$ cat config.mk
export PLATFORM = sky130hd
export DESIGN_NAME = text_overlay_sched_flat
export DESIGN_NICKNAME = d
export VERILOG_FILES = /design/src/rtl/text_overlay_sched_pkg.sv /design/src/rtl/text_overlay_sched_if.sv /design/src/rtl/text_overlay_sched_frame_blink_timer.sv /design/src/rtl/text_overlay_sched.sv /design/src/flat_wrapper.sv
export SDC_FILE = /design/constraint.sdc
export NUM_CORES = 1
export LEC_CHECK = 0
export BUFFER_PORTS_ARGS = -buffer_cell sky130_fd_sc_hd__buf_4
export CORE_MARGIN = 10
export CORE_UTILIZATION = 30
export DETAILED_ROUTE_END_ITERATION = 6
export MAX_ROUTING_LAYER = met4
export SLEW_MARGIN = 30
export SYNTH_ARGS = -nofsm -noshare
export SYNTH_HDL_FRONTEND = slang
export SYNTH_SLANG_ARGS = --single-unit
$ cat constraint.sdc
create_clock -name clk -period 4 [get_ports clk]
set_clock_uncertainty 0.2 [all_clocks]
set_input_delay 0.4 -clock clk [delete_from_list [all_inputs] [get_ports clk]]
set_output_delay 0.4 -clock clk [all_outputs]
set_load 0.03 [all_outputs]
$ cat src/rtl/text_overlay_sched_pkg.sv
// Shared types and constants for the text overlay scheduler.
package text_overlay_sched_pkg;

  typedef enum logic [2:0] {
    GAME_MODE_LOADING = 3'd0,
    GAME_MODE_MENU    = 3'd1,
    GAME_MODE_PLAY    = 3'd2,
    GAME_MODE_PAUSE   = 3'd3,
    GAME_MODE_OVER    = 3'd4
  } game_mode_t;

  typedef enum logic {
    RUN   = 1'b0,
    BLANK = 1'b1
  } ovl_state_t;

  localparam logic [7:0] TEXT_SPACE = 8'h20;

endpackage

$ cat src/rtl/text_overlay_sched_if.sv
// Layer request bus and font-lookup result bus of the text overlay scheduler.
interface text_overlay_sched_if #(
  parameter int N_REQ = 4
);
  logic [N_REQ-1:0]      req_valid;
  logic [N_REQ-1:0][7:0] req_char;
  logic [N_REQ-1:0]      req_blink;
  logic [7:0]            ascii_char;
  logic                  char_valid;
  logic [N_REQ-1:0]      grant;

  modport master (
    output req_valid, req_char, req_blink,
    input  ascii_char, char_valid, grant
  );

  modport slave (
    input  req_valid, req_char, req_blink,
    output ascii_char, char_valid, grant
  );
endinterface

$ cat src/rtl/text_overlay_sched_frame_blink_timer.sv
// Frame-based blink timer: counts frame_start pulses and toggles the phase on wrap.
module frame_blink_timer #(
  parameter int BLINK_FRAMES = 30
) (
  input  logic clk,
  input  logic rst_n,
  input  logic frame_start,
  input  logic clear,
  input  logic hold,
  output logic blink_phase
);
  localparam int CW = $clog2(BLINK_FRAMES + 1);

  logic [CW-1:0] cnt;

  // clear restarts a visible half-period; hold parks the counter at zero
  always_ff @(posedge clk or negedge rst_n) begin
    if (!rst_n) begin
      cnt         <= '0;
      blink_phase <= 1'b1;
    end else if (clear) begin
      cnt         <= '0;
      blink_phase <= 1'b1;
    end else if (hold) begin
      cnt <= '0;
    end else if (frame_start) begin
      if (cnt == CW'(BLINK_FRAMES - 1)) begin
        cnt         <= '0;
        blink_phase <= ~blink_phase;
      end else begin
        cnt <= cnt + 1'b1;
      end
    end
  end
endmodule

$ cat src/rtl/text_overlay_sched.sv
// Fixed-priority text layer arbiter with mode-change blanking FSM.
// Optional blinking is enabled by defining TEXT_OVERLAY_BLINK_EN.
module text_overlay_sched
  import text_overlay_sched_pkg::*;
#(
  parameter int N_REQ        = 4,
  parameter int BLINK_FRAMES = 30,
  parameter int BLANK_FRAMES = 8
) (
  input  logic                 clk,
  input  logic                 rst_n,
  input  logic                 frame_start,
  input  game_mode_t           MODE,
  text_overlay_sched_if.slave  bus,
  output logic                 blink_phase,
  output logic                 blanking
);
  localparam int IW = (N_REQ > 1) ? $clog2(N_REQ) : 1;
  localparam int BW = (BLANK_FRAMES > 0) ? $clog2(BLANK_FRAMES + 1) : 1;
  localparam logic [N_REQ-1:0] ONE = 1;

  ovl_state_t     state;
  game_mode_t     prev_mode;
  logic [BW-1:0]  blank_cnt;
  logic [IW-1:0]  win;
  logic           any;
  logic           masked;
  logic           mode_chg;
  logic           blank_next;
  logic [N_REQ-1:0] win_oh;

  assign mode_chg = (MODE != prev_mode);
  assign win_oh   = ONE << win;
  assign blanking = (state == BLANK);

  // later indices overwrite earlier ones, so the highest valid layer wins
  always_comb begin
    win = '0;
    any = 1'b0;
    for (int i = 0; i < N_REQ; i++) begin
      if (bus.req_valid[i]) begin
        win = IW'(i);
        any = 1'b1;
      end
    end
  end

`ifdef TEXT_OVERLAY_BLINK_EN
  frame_blink_timer #(.BLINK_FRAMES(BLINK_FRAMES)) u_blink (
    .clk         (clk),
    .rst_n       (rst_n),
    .frame_start (frame_start),
    .clear       (mode_chg),
    .hold        (state == BLANK),
    .blink_phase (blink_phase)
  );
  // a hidden blinking winner still owns the pixel; lower layers stay masked
  assign masked = bus.req_blink[win] && !blink_phase;
`else
  logic unused_blink;
  assign unused_blink = ^bus.req_blink;
  assign blink_phase  = 1'b1;
  assign masked       = 1'b0;
`endif

  // mode change beats a coincident frame_start, so it reloads instead of exiting
  always_comb begin
    blank_next = 1'b0;
    case (state)
      RUN:   blank_next = mode_chg && (BLANK_FRAMES > 0);
      BLANK: blank_next = mode_chg || !(frame_start && blank_cnt == BW'(1));
      default: blank_next = 1'b0;
    endcase
  end

  always_ff @(posedge clk or negedge rst_n) begin
    if (!rst_n) begin
      state          <= RUN;
      prev_mode      <= GAME_MODE_LOADING;
      blank_cnt      <= '0;
      bus.ascii_char <= TEXT_SPACE;
      bus.char_valid <= 1'b0;
      bus.grant      <= '0;
    end else begin
      prev_mode <= MODE;
      state     <= blank_next ? BLANK : RUN;

      if (mode_chg && (BLANK_FRAMES > 0))
        blank_cnt <= BW'(BLANK_FRAMES);
      else if (state == BLANK && frame_start)
        blank_cnt <= blank_cnt - 1'b1;

      // outputs follow the state being entered, so blanking shows without lag
      if (blank_next || !any) begin
        bus.ascii_char <= TEXT_SPACE;
        bus.char_valid <= 1'b0;
        bus.grant      <= '0;
      end else if (masked) begin
        bus.ascii_char <= TEXT_SPACE;
        bus.char_valid <= 1'b0;
        bus.grant      <= win_oh;
      end else begin
        bus.ascii_char <= bus.req_char[win];
        bus.char_valid <= 1'b1;
        bus.grant      <= win_oh;
      end
    end
  end
endmodule

$ cat src/flat_wrapper.sv
// flat-port wrapper written by rule: the top's interface ports become plain ports
module text_overlay_sched_flat import text_overlay_sched_pkg::*;
#(
  parameter int N_REQ        = 4,
  parameter int BLINK_FRAMES = 30,
  parameter int BLANK_FRAMES = 8
)
  (clk, rst_n, frame_start, MODE, blink_phase, blanking, bus_req_valid, bus_req_char, bus_req_blink, bus_ascii_char, bus_char_valid, bus_grant);
  text_overlay_sched_if #(.N_REQ(N_REQ)) bus_i ();
  input  logic clk;
  input  logic rst_n;
  input  logic frame_start;
  input  game_mode_t MODE;
  output logic blink_phase;
  output logic blanking;
  input wire logic [$bits(bus_i.req_valid)-1:0] bus_req_valid;
  input wire logic [$bits(bus_i.req_char)-1:0] bus_req_char;
  input wire logic [$bits(bus_i.req_blink)-1:0] bus_req_blink;
  output wire logic [$bits(bus_i.ascii_char)-1:0] bus_ascii_char;
  output wire logic [$bits(bus_i.char_valid)-1:0] bus_char_valid;
  output wire logic [$bits(bus_i.grant)-1:0] bus_grant;
  assign bus_i.req_valid = bus_req_valid;
  assign bus_i.req_char = bus_req_char;
  assign bus_i.req_blink = bus_req_blink;
  assign bus_ascii_char = bus_i.ascii_char;
  assign bus_char_valid = bus_i.char_valid;
  assign bus_grant = bus_i.grant;
  text_overlay_sched #(.N_REQ(N_REQ), .BLINK_FRAMES(BLINK_FRAMES), .BLANK_FRAMES(BLANK_FRAMES)) u_core (.clk(clk), .rst_n(rst_n), .frame_start(frame_start), .MODE(MODE), .bus(bus_i), .blink_phase(blink_phase), .blanking(blanking));
endmodule
==> results by group, run 1 <==
Status
  – Status: finished clean

Detailed routing
  – Vias per std cell: 4.611
  – 1st-pass router iterations: 5
  – DR DRC count: 0
  – First DRT Iteration DRCs: 32
  – Total number of vias: 876
  – Drt total wl: 2728 microns
  – Drt wl/cell: 14.36 microns
  – Antenna Violating Nets Remaining: 0

Global route
  – GRT overflow: 0
  – Total global routing track utilization: 9.488%
  – Number of global-route vias before repair: 1044
  – Largest net degree at the start of global routing: 22
  – First-pass GRT wire length: 4664 microns
  – Antenna violations before repair: 0

Logic synthesis
  – Syn_nets: 134
  – Area share of the largest cell type after synthesis: 49.50%
  – Register area share after synthesis: 52.10%
  – Synth top cells by count: dfrtp_1 (20), nor3_1 (8), a222oi_1 (7), mux2_2 (7), nor2_1 (5)
  – Synthesized area: 1011 sq um
  – Ys flop type: dfrtp_1
  – Most frequent cell after synthesis: dfrtp_1
  – Post-synth ARST share: 100.0%
  – Synthesized area per cell: 11.76 sq um
  – Synth warn: 0
  – Cell variety after synth: 31
  – Area leader, netlist: dfrtp_1
  – Post-synthesis cell count: 86
  – Post-synth EDFFs: 0
  – Top post-synthesis cells by area: dfrtp_1 (50%), mux2_2 (7.8%), a222oi_1 (6.9%)
  – Synthesized flop and latch total: 21

CTS
  – Root Buffer: clkbuf_4
  – Clk sink count: 21
  – CTS Buf Count: 3
  – Post-CTS setup buffers: 0
  – Worst-skew pair later-pin latency: 300 ps
  – # hold bufs at CTS: 1
  – Post-CTS resize count: 0
  – CTS tree: done
  – Clk buf depth: 2
  – Clock transition at path regs: 120 ps
  – H-Tree Depth: 1

Worst setup path
  – Worst setup SP type: input port
  – Critical path startpoint: MODE[2]
  – R2r startpoint: u_core.blank_cnt[1]$_DFFE_PN0P_
  – Crit Path Class: in -> reg
  – Crit. End Element: register
  – Reg2reg setup slack: 2080 ps
  – WP data required: 4050 ps
  – Critical Path AT: 2070 ps
  – CP max FO: 14

Flow run
  – Max_cap viols: 0

Timing
  – Tcrit/Tclk final: 50.49%
  – RSZ-0062 raised after global routing: false
  – Final Max Tran Viols: 0
  – Peak Freq: 495.1 MHz
  – Slew HR: 55.82%
  – Worst Max-Slew Pin Slew: 657.3 ps
  – Hold slack: 132.0 ps
  – Hold Vio Cnt, Final: 0
  – Final min period: 2020 ps
  – Setup TNS: 0 ps
  – Final setup violation count: 0

Hold path
  – Tightest Hold Check Type: in -> reg
  – HP Start: frame_start

Pwr
  – Power per cell area: 261.2 nW/um^2
  – Maximum vdd ir drop: 0.07698 mV
  – Lkg Pwr: 0.7344 nW

Finish
  – Share of cells above drive strength 1: 49.31%
  – Util after Layout: 46.25%
  – P&R area growth vs syn: 50.25%
  – Ant diodes: 0
  – Post-layout net count: 193

Floorplanning
  – Core Area: 3284 sq um
  – Die width: 78.05 microns
  – Row count: 21
  – Initial Util: 30.78%
  – Die H: 78.05 microns
  – IO Pins: 61
  – Die area: 6092 sq um

Placement
  – PortBufs: 55
  – Post-DP HPWL: 2320 microns
  – Final Wtd Congestion: 0.8091
==> where the power goes <==
group	internal, mW	switching [mW]
sequential	0.216	0.00226
combinational	0.0468	0.0312
clock	0.0380	0.0626
==> layout by cell type, fill, tap and decap left out, types with 3 or more instances in the layout <==
cell           Yosys  routed
nor2_1             5       5
inv_1              4       4
xnor2_1            4       4
nand2_1            3       3
dlygate4sd3_1      0       4
mux2_2             7       7
dfrtp_1           20      20
nor3_1             8       8
clkbuf_4           0       3
buf_4              1      55
a222oi_1           7       7
==> cells by family (layout without fill, tap and decap cells) <==
kind of cell,Yosys count,in the layout,synth area share [%]
buffers and inverters,9,67,4.702
AO/OA/AOI/OAI,14,14,12.75
adder cells (fa/ha/maj),2,2,2.475
flip-flops,21,21,52.10
XOR/XNOR,5,5,4.331
other,1,1,0.3709
AND/OR/NAND/NOR,27,27,15.47
multiplexers,7,7,7.797
==> state kept, by name (all words and copies together) (netlist names) <==
| register | count |
|---|---|
| u_core.blank_cnt | 4 |
| u_core.blanking | 1 |
| u_core.bus.ascii_char | 8 |
| u_core.bus.char_valid | 1 |
| u_core.bus.grant | 4 |
| u_core.prev_mode | 3 |
==> per-stage QoR <==
step	cells	total power [mW]	cell area [sq um]	setup WS, ps
2_1_floorplan	86	0.2570	1011	2440
3_3_place_gp	182	0.2967	1449	2087
3_5_place_dp	182	0.2975	1449	2073
4_1_cts	187	0.4006	1489	2059
5_1_grt	190	0.4217	1519	1856
6_report	190	0.3968	1519	1980
==> metal layers <==
layer / vias up / track usage, % / routed length [microns]
met4: 0 / 3.584 / 25
li1: 435 / - / -
met3: 4 / 4.328 / 257
met2: 49 / 14.14 / 1160
met1: 388 / 10.94 / 1285
met5: - / - / 0
==> worst max-delay path, cell delays in order <==
cell	delay (ps)
dlygate4sd3_1	540
buf_4	140
xnor2_1	210
o2111ai_2	370
and4bb_2	410
==> worst paths after layout <==
path                                                           end  depth (start not counted)
worst max-delay path                 u_core.bus.grant[0]$_DFF_PN0_                          5
worst max register to register       u_core.bus.grant[0]$_DFF_PN0_                          5
worst min register to register     u_core.blank_cnt[2]$_DFFE_PN0P_                          2
min in group asynchronous          u_core.blank_cnt[3]$_DFFE_PN0P_                          2
max in group asynchronous       u_core.bus.ascii_char[5]$_DFF_PN1_                          2
worst min-delay path               u_core.blank_cnt[1]$_DFFE_PN0P_                          2
==> layout make-up <==
class | count | area, sq um
fill | 301 | 1765
sequential | 21 | 526.8
timing repair buffer | 59 | 452.9
multi-input combinational | 56 | 436.7
tap | 46 | 57.56
clock buffer | 3 | 22.52
inverter | 4 | 15.01
clock inverter | 1 | 7.507
Power figures use the tool's default switching activity.
==> run 2: changes to the inputs <==
==> constraint.sdc (replaced) <==
create_clock -name clk -period 2.1 [get_ports clk]
set_clock_uncertainty 0.2 [all_clocks]
set_input_delay 0.21 -clock clk [delete_from_list [all_inputs] [get_ports clk]]
set_output_delay 0.21 -clock clk [all_outputs]
set_load 0.03 [all_outputs]
==> results by group, run 2 (synthesis gave the netlist of run 1 again) <==
Status
  – Status: finished clean (unchanged)

Floorplanning
  – Die width: 78.05 microns (unchanged)
  – IO Pins: 61 (unchanged)
  – Core Area: 3284 sq um (unchanged)
  – Initial Util: 30.78% (unchanged)
  – Row count: 21 (unchanged)
  – Die H: 78.05 microns (unchanged)
  – Die area: 6092 sq um (unchanged)

Timing
  – Tcrit/Tclk final: 85.28%
  – Setup TNS: 0 ps (unchanged)
  – Final min period: 1791 ps
  – RSZ-0062 raised after global routing: false (unchanged)
  – Hold Vio Cnt, Final: 0 (unchanged)
  – Final Max Tran Viols: 0 (unchanged)
  – Slew HR: 56.12% (was 55.82%)
  – Worst Max-Slew Pin Slew: 652.8 ps (was 657.3 ps)
  – Peak Freq: 558.4 MHz
  – Final setup violation count: 0 (unchanged)

Finish
  – Ant diodes: 0 (unchanged)
  – Commonest non-fill, non-tap cell in the layout: buf_4 (unchanged)
  – Fillcell total: 309 (was 301)
  – Most flops, register: u_core.bus.ascii_char (unchanged)
  – Share of cells above drive strength 1: 47.97% (was 49.31%)
  – Post-layout net count: 197 (was 193)
  – Util after Layout: 47.28% (was 46.25%)
  – Cell area after layout: 1553 sq um (was 1519 sq um)
  – Most frequent cells in the layout: buf_4 (56), dfrtp_1 (20), nor3_1 (8) (was buf_4 (55), dfrtp_1 (20), nor3_1 (8))
  – P&R area growth vs syn: 53.59% (was 50.25%)
  – Largest registers: u_core.bus.ascii_char: 8 flops, u_core.blank_cnt: 4 flops, u_core.bus.grant: 4 flops (unchanged)
  – Max reg flops: 8 (unchanged)

CTS
  – CTS tree: done (unchanged)
  – Post-CTS setup buffers: 0 (unchanged)
  – Clk sink count: 21 (unchanged)
  – CTS Buf Count: 3 (unchanged)
  – H-Tree Depth: 1 (unchanged)
  – Clock transition at path regs: 110 ps (was 120 ps)
  – Clk buf depth: 2 (unchanged)
  – Worst-skew pair later-pin latency: 290 ps (was 300 ps)
  – Root Buffer: clkbuf_4 (unchanged)

Global route
  – Largest net degree at the start of global routing: 22 (unchanged)
  – GRT overflow: 0 (unchanged)
  – Total global routing track utilization: 9.159% (was 9.488%)
  – Number of global-route vias before repair: 1001 (was 1044)
  – First-pass GRT wire length: 4540 microns (was 4664 microns)
  – Antenna violations before repair: 0 (unchanged)

Worst setup path
  – WP data required: 2110 ps (was 4050 ps)
  – Delay-heaviest family, CP: buffers and inverters (unchanged)
  – FF-to-FF End: u_core.bus.ascii_char[6]$_DFF_PN0_ (was u_core.bus.grant[0]$_DFF_PN0_)
  – CP Depth: 5 (unchanged)
  – Worst Setup EP: u_core.bus.ascii_char[6]$_DFF_PN0_ (was u_core.bus.grant[0]$_DFF_PN0_)
  – Crit Path Class: in -> reg (unchanged)
  – Worst setup SP type: input port (unchanged)
  – Crit. End Element: register (unchanged)
  – Slowest CP cell: dlygate4sd3_1 (unchanged)
  – Critical path startpoint: bus_req_valid[3] (was MODE[2])
  – Critical path buffers and inverters: 2 (unchanged)
  – CP max stage delay: 540 ps (about the same)
  – CP max FO: 12 (was 14)
  – Register-to-Register Path Depth: 6 (was 5)
  – R2r startpoint: u_core.blank_cnt[1]$_DFFE_PN0P_ (unchanged)
  – Critical Path AT: 1800 ps (was 2070 ps)
  – Reg2reg setup slack: 380 ps (was 2080 ps)
  – CP cell instances: dlygate4sd3_1 > buf_4 > nor2b_1 > a222oi_1 > nor3_1 (was dlygate4sd3_1 > buf_4 > xnor2_1 > o2111ai_2 > and4bb_2)

Detailed routing
  – Drt total wl: 2780 microns (was 2728 microns)
  – Vias per std cell: 4.577 (was 4.611)
  – Total number of vias: 888 (was 876)
  – Antenna Violating Nets Remaining: 0 (unchanged)
  – First DRT Iteration DRCs: 41 (was 32)
  – 1st-pass router iterations: 4 (was 5)
  – Drt wl/cell: 14.33 microns (was 14.36 microns)
  – DR DRC count: 0 (unchanged)

Hold path
  – Tightest Hold Check Type: in -> reg (unchanged)

Pwr
  – Switch Pwr: 0.1775 mW (was 0.09605 mW)
  – Clock power frac: 24.6% (was 25.4%)
  – Power per cell area: 486.4 nW/um^2 (was 261.2 nW/um^2)
  – Lkg Pwr: 0.7522 nW (was 0.7344 nW)
  – Internal power: 0.5777 mW (was 0.3008 mW)
  – Maximum vdd ir drop: 0.1568 mV (was 0.07698 mV)
  – Switching part of the total: 23.50% (was 24.20%)
  – Seq pwr share: 55.0% (about the same)
  – Logic pwr share: 20.4% (was 19.7%)

Flow run
  – Max_cap viols: 0 (unchanged)

Placement
  – Placed Area: 1456 sq um (was 1449 sq um)
  – PortBufs: 55 (unchanged)
  – Final Wtd Congestion: 0.7603 (was 0.8091)
  – Post-DP HPWL: 2298 microns (was 2320 microns)
[run 2: cell types whose count changed in the layout (fill, tap and decap cells not counted)]
cell           previous run  this run
buf_4                    55        56
clkbuf_1                  0         1
clkinvlp_4                1         0
dlygate4sd3_1             4         7
[run 2: cell type report]
class                      instances  area (sq um)  area share, %
clock buffer                       4         26.28          1.692
inverter                           4         15.01         0.9670
multi-input combinational         56         436.7          28.12
sequential                        21         526.8          33.92
tap                               46         57.56          3.707
timing repair buffer              63         490.5          31.59
[run 2: layer usage]
layer / global-route usage [%] / wire [microns] / vias to the layer above
met4: 2.688 / 0 / 0
met2: 13.32 / 1197 / 50
met3: 3.872 / 238 / 0
met5: - / 0 / -
li1: - / - / 443
met1: 11.31 / 1344 / 395
[run 2: tightest hold or removal path, delay by kind of cell]
family | cells | cell delay, ps
AND/OR/NAND/NOR | 1 | 120
buffers and inverters | 1 | 80
AO/OA/AOI/OAI | 1 | 70
[run 2: worst min-delay path by stage]
stage	from	depth (start not counted)	endpoint
floorplan	rst_n	0	u_core.blank_cnt[0]$_DFFE_PN0P_
global placement	rst_n	1	u_core.blank_cnt[3]$_DFFE_PN0P_
detailed placement	rst_n	1	u_core.blank_cnt[3]$_DFFE_PN0P_
CTS	bus_req_char[21]	3	u_core.bus.ascii_char[5]$_DFF_PN1_
global route	bus_req_char[21]	3	u_core.bus.ascii_char[5]$_DFF_PN1_
finish	bus_req_char[16]	3	u_core.bus.ascii_char[0]$_DFF_PN0_
[run 2: per-stage QoR]
stage                     total power, mW  std cells  setup WS (ps)  hold WS, ps
after floorplan                    0.4896         86          540.1       -285.6
final                              0.7552        194          309.1        26.15
after global routing               0.8003        194          197.4        32.69
after global placement             0.5650        183          429.5       -97.87
after CTS                          0.7657        194          337.9        14.17
after detailed placement           0.5669        183          369.2       -94.73
[run 2: power by group through the flow]
stage / combinational, mW / clock [mW] / sequential, mW
finish: 0.154 / 0.186 / 0.415
global route: 0.168 / 0.216 / 0.416
global placement: 0.142 / 0 / 0.423
CTS: 0.155 / 0.195 / 0.416
detailed placement: 0.144 / 0 / 0.423
floorplan: 0.0670 / 0 / 0.423
[run 2: timing repair]
action | in CTS | in global routing
resized for setup | 0 | 0
endpoints found under the setup margin | 0 | 0
endpoints found under the hold margin | 27 | 0
hold buffers | 7 | 0
==> run 3: changes to the inputs <==
--- a/config.mk
+++ b/config.mk
@@ -7,10 +7,12 @@
 export LEC_CHECK = 0
 export BUFFER_PORTS_ARGS = -buffer_cell sky130_fd_sc_hd__buf_4
 export CORE_MARGIN = 10
-export CORE_UTILIZATION = 30
+export CORE_UTILIZATION = 38
 export DETAILED_ROUTE_END_ITERATION = 6
 export MAX_ROUTING_LAYER = met4
+export PLACE_DENSITY = 0.74
 export SLEW_MARGIN = 30
 export SYNTH_ARGS = -nofsm -noshare
 export SYNTH_HDL_FRONTEND = slang
+export SYNTH_HIERARCHICAL = 1
 export SYNTH_SLANG_ARGS = --single-unit
==> constraint.sdc (replaced) <==
create_clock -name clk -period 1.44 [get_ports clk]
set_clock_uncertainty 0.2 [all_clocks]
set_input_delay 0.144 -clock clk [delete_from_list [all_inputs] [get_ports clk]]
set_output_delay 0.144 -clock clk [all_outputs]
set_load 0.03 [all_outputs]
==> results by group, run 3 <==
Status
  – Status: finished with violations (was finished clean)
  – Failing checks: hold timing, setup timing

Logic synthesis
  – Cell variety after synth: 31 (unchanged)
  – Post-synth ARST share: 100.0% (unchanged)
  – Synthesized area: 1020 sq um (was 1011 sq um)
  – Top post-synthesis cells by area: dfrtp_1 (49%), mux2_2 (7.7%), a222oi_1 (6.9%) (was dfrtp_1 (50%), mux2_2 (7.8%), a222oi_1 (6.9%))
  – Most frequent cell after synthesis: dfrtp_1 (unchanged)
  – Register area share after synthesis: 51.66% (was 52.10%)
  – Synthesized area per cell: 11.86 sq um (was 11.76 sq um)
  – Syn_nets: 134 (unchanged)
  – Synthesized flop and latch total: 21 (unchanged)
  – Synth top cells by count: dfrtp_1 (20), nor3_1 (8), a222oi_1 (7), mux2_2 (7), nor2_1 (5) (unchanged)
  – Synth warn: 6 (was 0)
  – Post-synth EDFFs: 0 (unchanged)
  – Post-synthesis cell count: 86 (unchanged)
  – Ys flop type: dfrtp_1 (unchanged)
  – Area share of the largest cell type after synthesis: 49.08% (was 49.50%)
  – Area leader, netlist: dfrtp_1 (unchanged)

Timing
  – Hold slack: -107.3 ps (was 26.15 ps)
  – Hold Vio Cnt, Final: 1 (was 0)
  – Final Max Tran Viols: 0 (unchanged)
  – Final worst slack: -289.6 ps (was 309.1 ps)
  – Worst Max-Slew Pin Slew: 651.6 ps (was 652.8 ps)
  – Tcrit/Tclk final: 120.1%
  – Final setup violation count: 15 (was 0)
  – Slew HR: 56.56% (was 56.12%)
  – RSZ-0062 raised after global routing: true (was false)
  – Final min period: 1730 ps
  – Peak Freq: 578.2 MHz

Detailed routing
  – Antenna Violating Nets Remaining: 0 (unchanged)
  – Drt total wl: 3849 microns (was 2780 microns)
  – 1st-pass router iterations: 4 (unchanged)
  – Drt wl/cell: 18.87 microns (was 14.33 microns)
  – Vias per std cell: 5.324 (was 4.577)
  – DR DRC count: 0 (unchanged)
  – Total number of vias: 1086 (was 888)
  – First DRT Iteration DRCs: 118 (was 41)

Hold path
  – Min-Delay Path Depth: 2 (was 3)
  – Tightest Hold Check Type: in -> reg (unchanged)

Placement
  – Post-DP HPWL: 2310 microns (was 2298 microns)
  – Final Wtd Congestion: 0.7670 (was 0.7603)
  – Placed cells: 172 (was 183)
  – Placed Area: 1484 sq um (was 1456 sq um)
  – PortBufs: 55 (unchanged)

Worst setup path
  – CP cell instances: ha_4 > and4bb_1 > o2111ai_4 > buf_6 > nor3_4 (was dlygate4sd3_1 > buf_4 > nor2b_1 > a222oi_1 > nor3_1)
  – Crit Path Class: reg -> reg (was in -> reg)
  – Critical Path AT: 1690 ps (was 1800 ps)
  – Register-to-Register Path Depth: 5 (was 6)
  – CP max stage delay: 440 ps (was 540 ps)
  – Delay-heaviest family, CP: flip-flops (was buffers and inverters)
  – WP data required: 1400 ps (was 2110 ps)
  – Crit. End Element: register (unchanged)
  – Critical path buffers and inverters: 1 (was 2)
  – CP Depth: 5 (unchanged)
  – Worst setup SP type: register (was input port)
  – CP max FO: 6 (was 12)
  – Slowest CP cell: dfrtp_1 (was dlygate4sd3_1)

Finish
  – Most frequent cells in the layout: buf_4 (60), dlygate4sd3_1 (25), dfrtp_1 (20) (was buf_4 (56), dfrtp_1 (20), nor3_1 (8))
  – Largest registers: u_core/bus.ascii_char: 8 flops, u_core/blank_cnt: 4 flops, u_core/bus.grant: 4 flops (was u_core.bus.ascii_char: 8 flops, u_core.blank_cnt: 4 flops, u_core.bus.grant: 4 flops)
  – Most flops, register: u_core/bus.ascii_char (was u_core.bus.ascii_char)
  – Post-layout net count: 223 (was 197)
  – Util after Layout: 76.74% (was 47.28%)
  – Share of cells above drive strength 1: 58.05% (was 47.97%)
  – Fillcell total: 142 (was 309)
  – Fin cells: 204 (was 194)
  – Ant diodes: 0 (unchanged)
  – Max reg flops: 8 (unchanged)
  – P&R area growth vs syn: 89.82% (was 53.59%)
  – Cell area after layout: 1936 sq um (was 1553 sq um)
  – Commonest non-fill, non-tap cell in the layout: buf_4 (unchanged)

Pwr
  – Seq pwr share: 50.6% (was 55.0%)
  – Internal power: 0.9014 mW (was 0.5777 mW)
  – Switching part of the total: 25.10% (was 23.50%)
  – Lkg Pwr: 0.9030 nW (was 0.7522 nW)
  – Logic pwr share: 27.1% (was 20.4%)
  – Maximum vdd ir drop: 0.4892 mV (was 0.1568 mV)
  – Switch Pwr: 0.3021 mW (was 0.1775 mW)
  – Total Power: 1.203 mW (was 0.7552 mW)
  – Power per cell area: 621.7 nW/um^2 (was 486.4 nW/um^2)
  – Clock power frac: 22.3% (was 24.6%)

CTS
  – Worst-skew pair later-pin latency: 290 ps (about the same)
  – H-Tree Depth: 1 (unchanged)
  – CTS Buf Count: 3 (unchanged)
  – Root Buffer: clkbuf_4 (unchanged)
  – Clk sink count: 21 (unchanged)
  – Clk buf depth: 2 (unchanged)
  – CTS tree: done (unchanged)
  – Clock transition at path regs: 110 ps (about the same)

Floorplanning
  – Initial Util: 40.43% (was 30.78%)
  – Core Area: 2522 sq um (was 3284 sq um)
  – Die width: 71.80 microns (was 78.05 microns)
  – IO Pins: 61 (unchanged)
  – Die area: 5155 sq um (was 6092 sq um)
  – Row count: 18 (was 21)
  – Die H: 71.80 microns (was 78.05 microns)

Global route
  – Total global routing track utilization: 14.88% (was 9.159%)
  – Largest net degree at the start of global routing: 22 (unchanged)
  – Antenna violations before repair: 0 (unchanged)
  – GRT overflow: 0 (unchanged)
  – First-pass GRT wire length: 6051 microns (was 4540 microns)
  – Number of global-route vias before repair: 1239 (was 1001)

Flow run
  – Max_cap viols: 0 (unchanged)
[run 3: cell types whose count changed in the layout (fill, tap and decap cells not counted), moves of 3 or more]
cell | before | now
buf_4 | 56 | 60
buf_6 | 0 | 4
dlygate4sd3_1 | 7 | 25
nor2_1 | 5 | 2
nor3_1 | 8 | 1
nor3_2 | 0 | 5
xnor2_1 | 4 | 1
xnor2_2 | 0 | 3
[run 3: final timing paths]
check                                           startpoint                                  to  slack [ps]
hold reg to reg            u_core/blank_cnt[2]$_DFFE_PN0P_     u_core/blank_cnt[2]$_DFFE_PN0P_         430
setup reg to reg           u_core/blank_cnt[0]$_DFFE_PN0P_  u_core/bus.ascii_char[2]$_DFF_PN0_        -290
setup / recovery           u_core/blank_cnt[0]$_DFFE_PN0P_  u_core/bus.ascii_char[2]$_DFF_PN0_        -290
min in group asynchronous                            rst_n     u_core/blank_cnt[3]$_DFFE_PN0P_          50
hold / removal                                 frame_start     u_core/blank_cnt[1]$_DFFE_PN0P_        -110
max in group asynchronous                            rst_n  u_core/bus.ascii_char[5]$_DFF_PN1_         730
[run 3: layer usage]
metal | global-route usage [%] | up-vias | share of wire, %
li1 | - | 491 | -
met5 | - | - | 0
met3 | 3.857 | 2 | 5.6
met1 | 18.24 | 532 | 46
met2 | 23.92 | 61 | 48
met4 | 3.226 | 0 | 0.29
[run 3: cell type report]
cell class                 count  area, sq um  area share, %
timing repair buffer          89        745.7          38.53
inverter                       4        15.01         0.7757
sequential                    21        526.8          27.21
multi-input combinational     56        584.3          30.19
tap                           30        37.54          1.939
clock buffer                   4        26.28          1.357
[run 3: cells by family (layout without fill, tap and decap cells)]
group,count (synthesis),in the layout,synth area share [%]
fa+ha+maj,2,2,2.454
compound gates,14,14,12.76
other cells,1,1,0.3677
mux,7,7,7.730
simple gates,27,27,15.95
buf+inv,9,97,4.785
flops,21,21,51.66
xor+xnor,5,5,4.294
[run 3: repair_timing]
action | CTS | global route
pin swaps | 12 | 9
endpoints found under the setup margin | 15 | 18
setup buffers | 2 | 0
hold buffers | 25 | 1
cloned | 1 | 0
resized for setup | 19 | 10
endpoints found under the hold margin | 37 | 2
[run 3: metrics by stage]
step	worst slack [ps]	setup TNS (ps)	hold WS, ps
final	-289.6	-3679	-107.3
after global placement	-180.0	-2101	-169.7
after CTS	-223.4	-2976	-117.3
after detailed placement	-273.1	-3001	-166.5
after global routing	-343.5	-4470	-115.1
after floorplan	-103.5	-1129	-351.6
[run 3: power groups by stage]
stage / sequential, mW / combinational (mW) / clock [mW]
global route: 0.610 / 0.349 / 0.306
detailed placement: 0.618 / 0.221 / 0
global placement: 0.617 / 0.218 / 0
floorplan: 0.617 / 0.101 / 0
CTS: 0.608 / 0.296 / 0.272
finish: 0.609 / 0.326 / 0.268
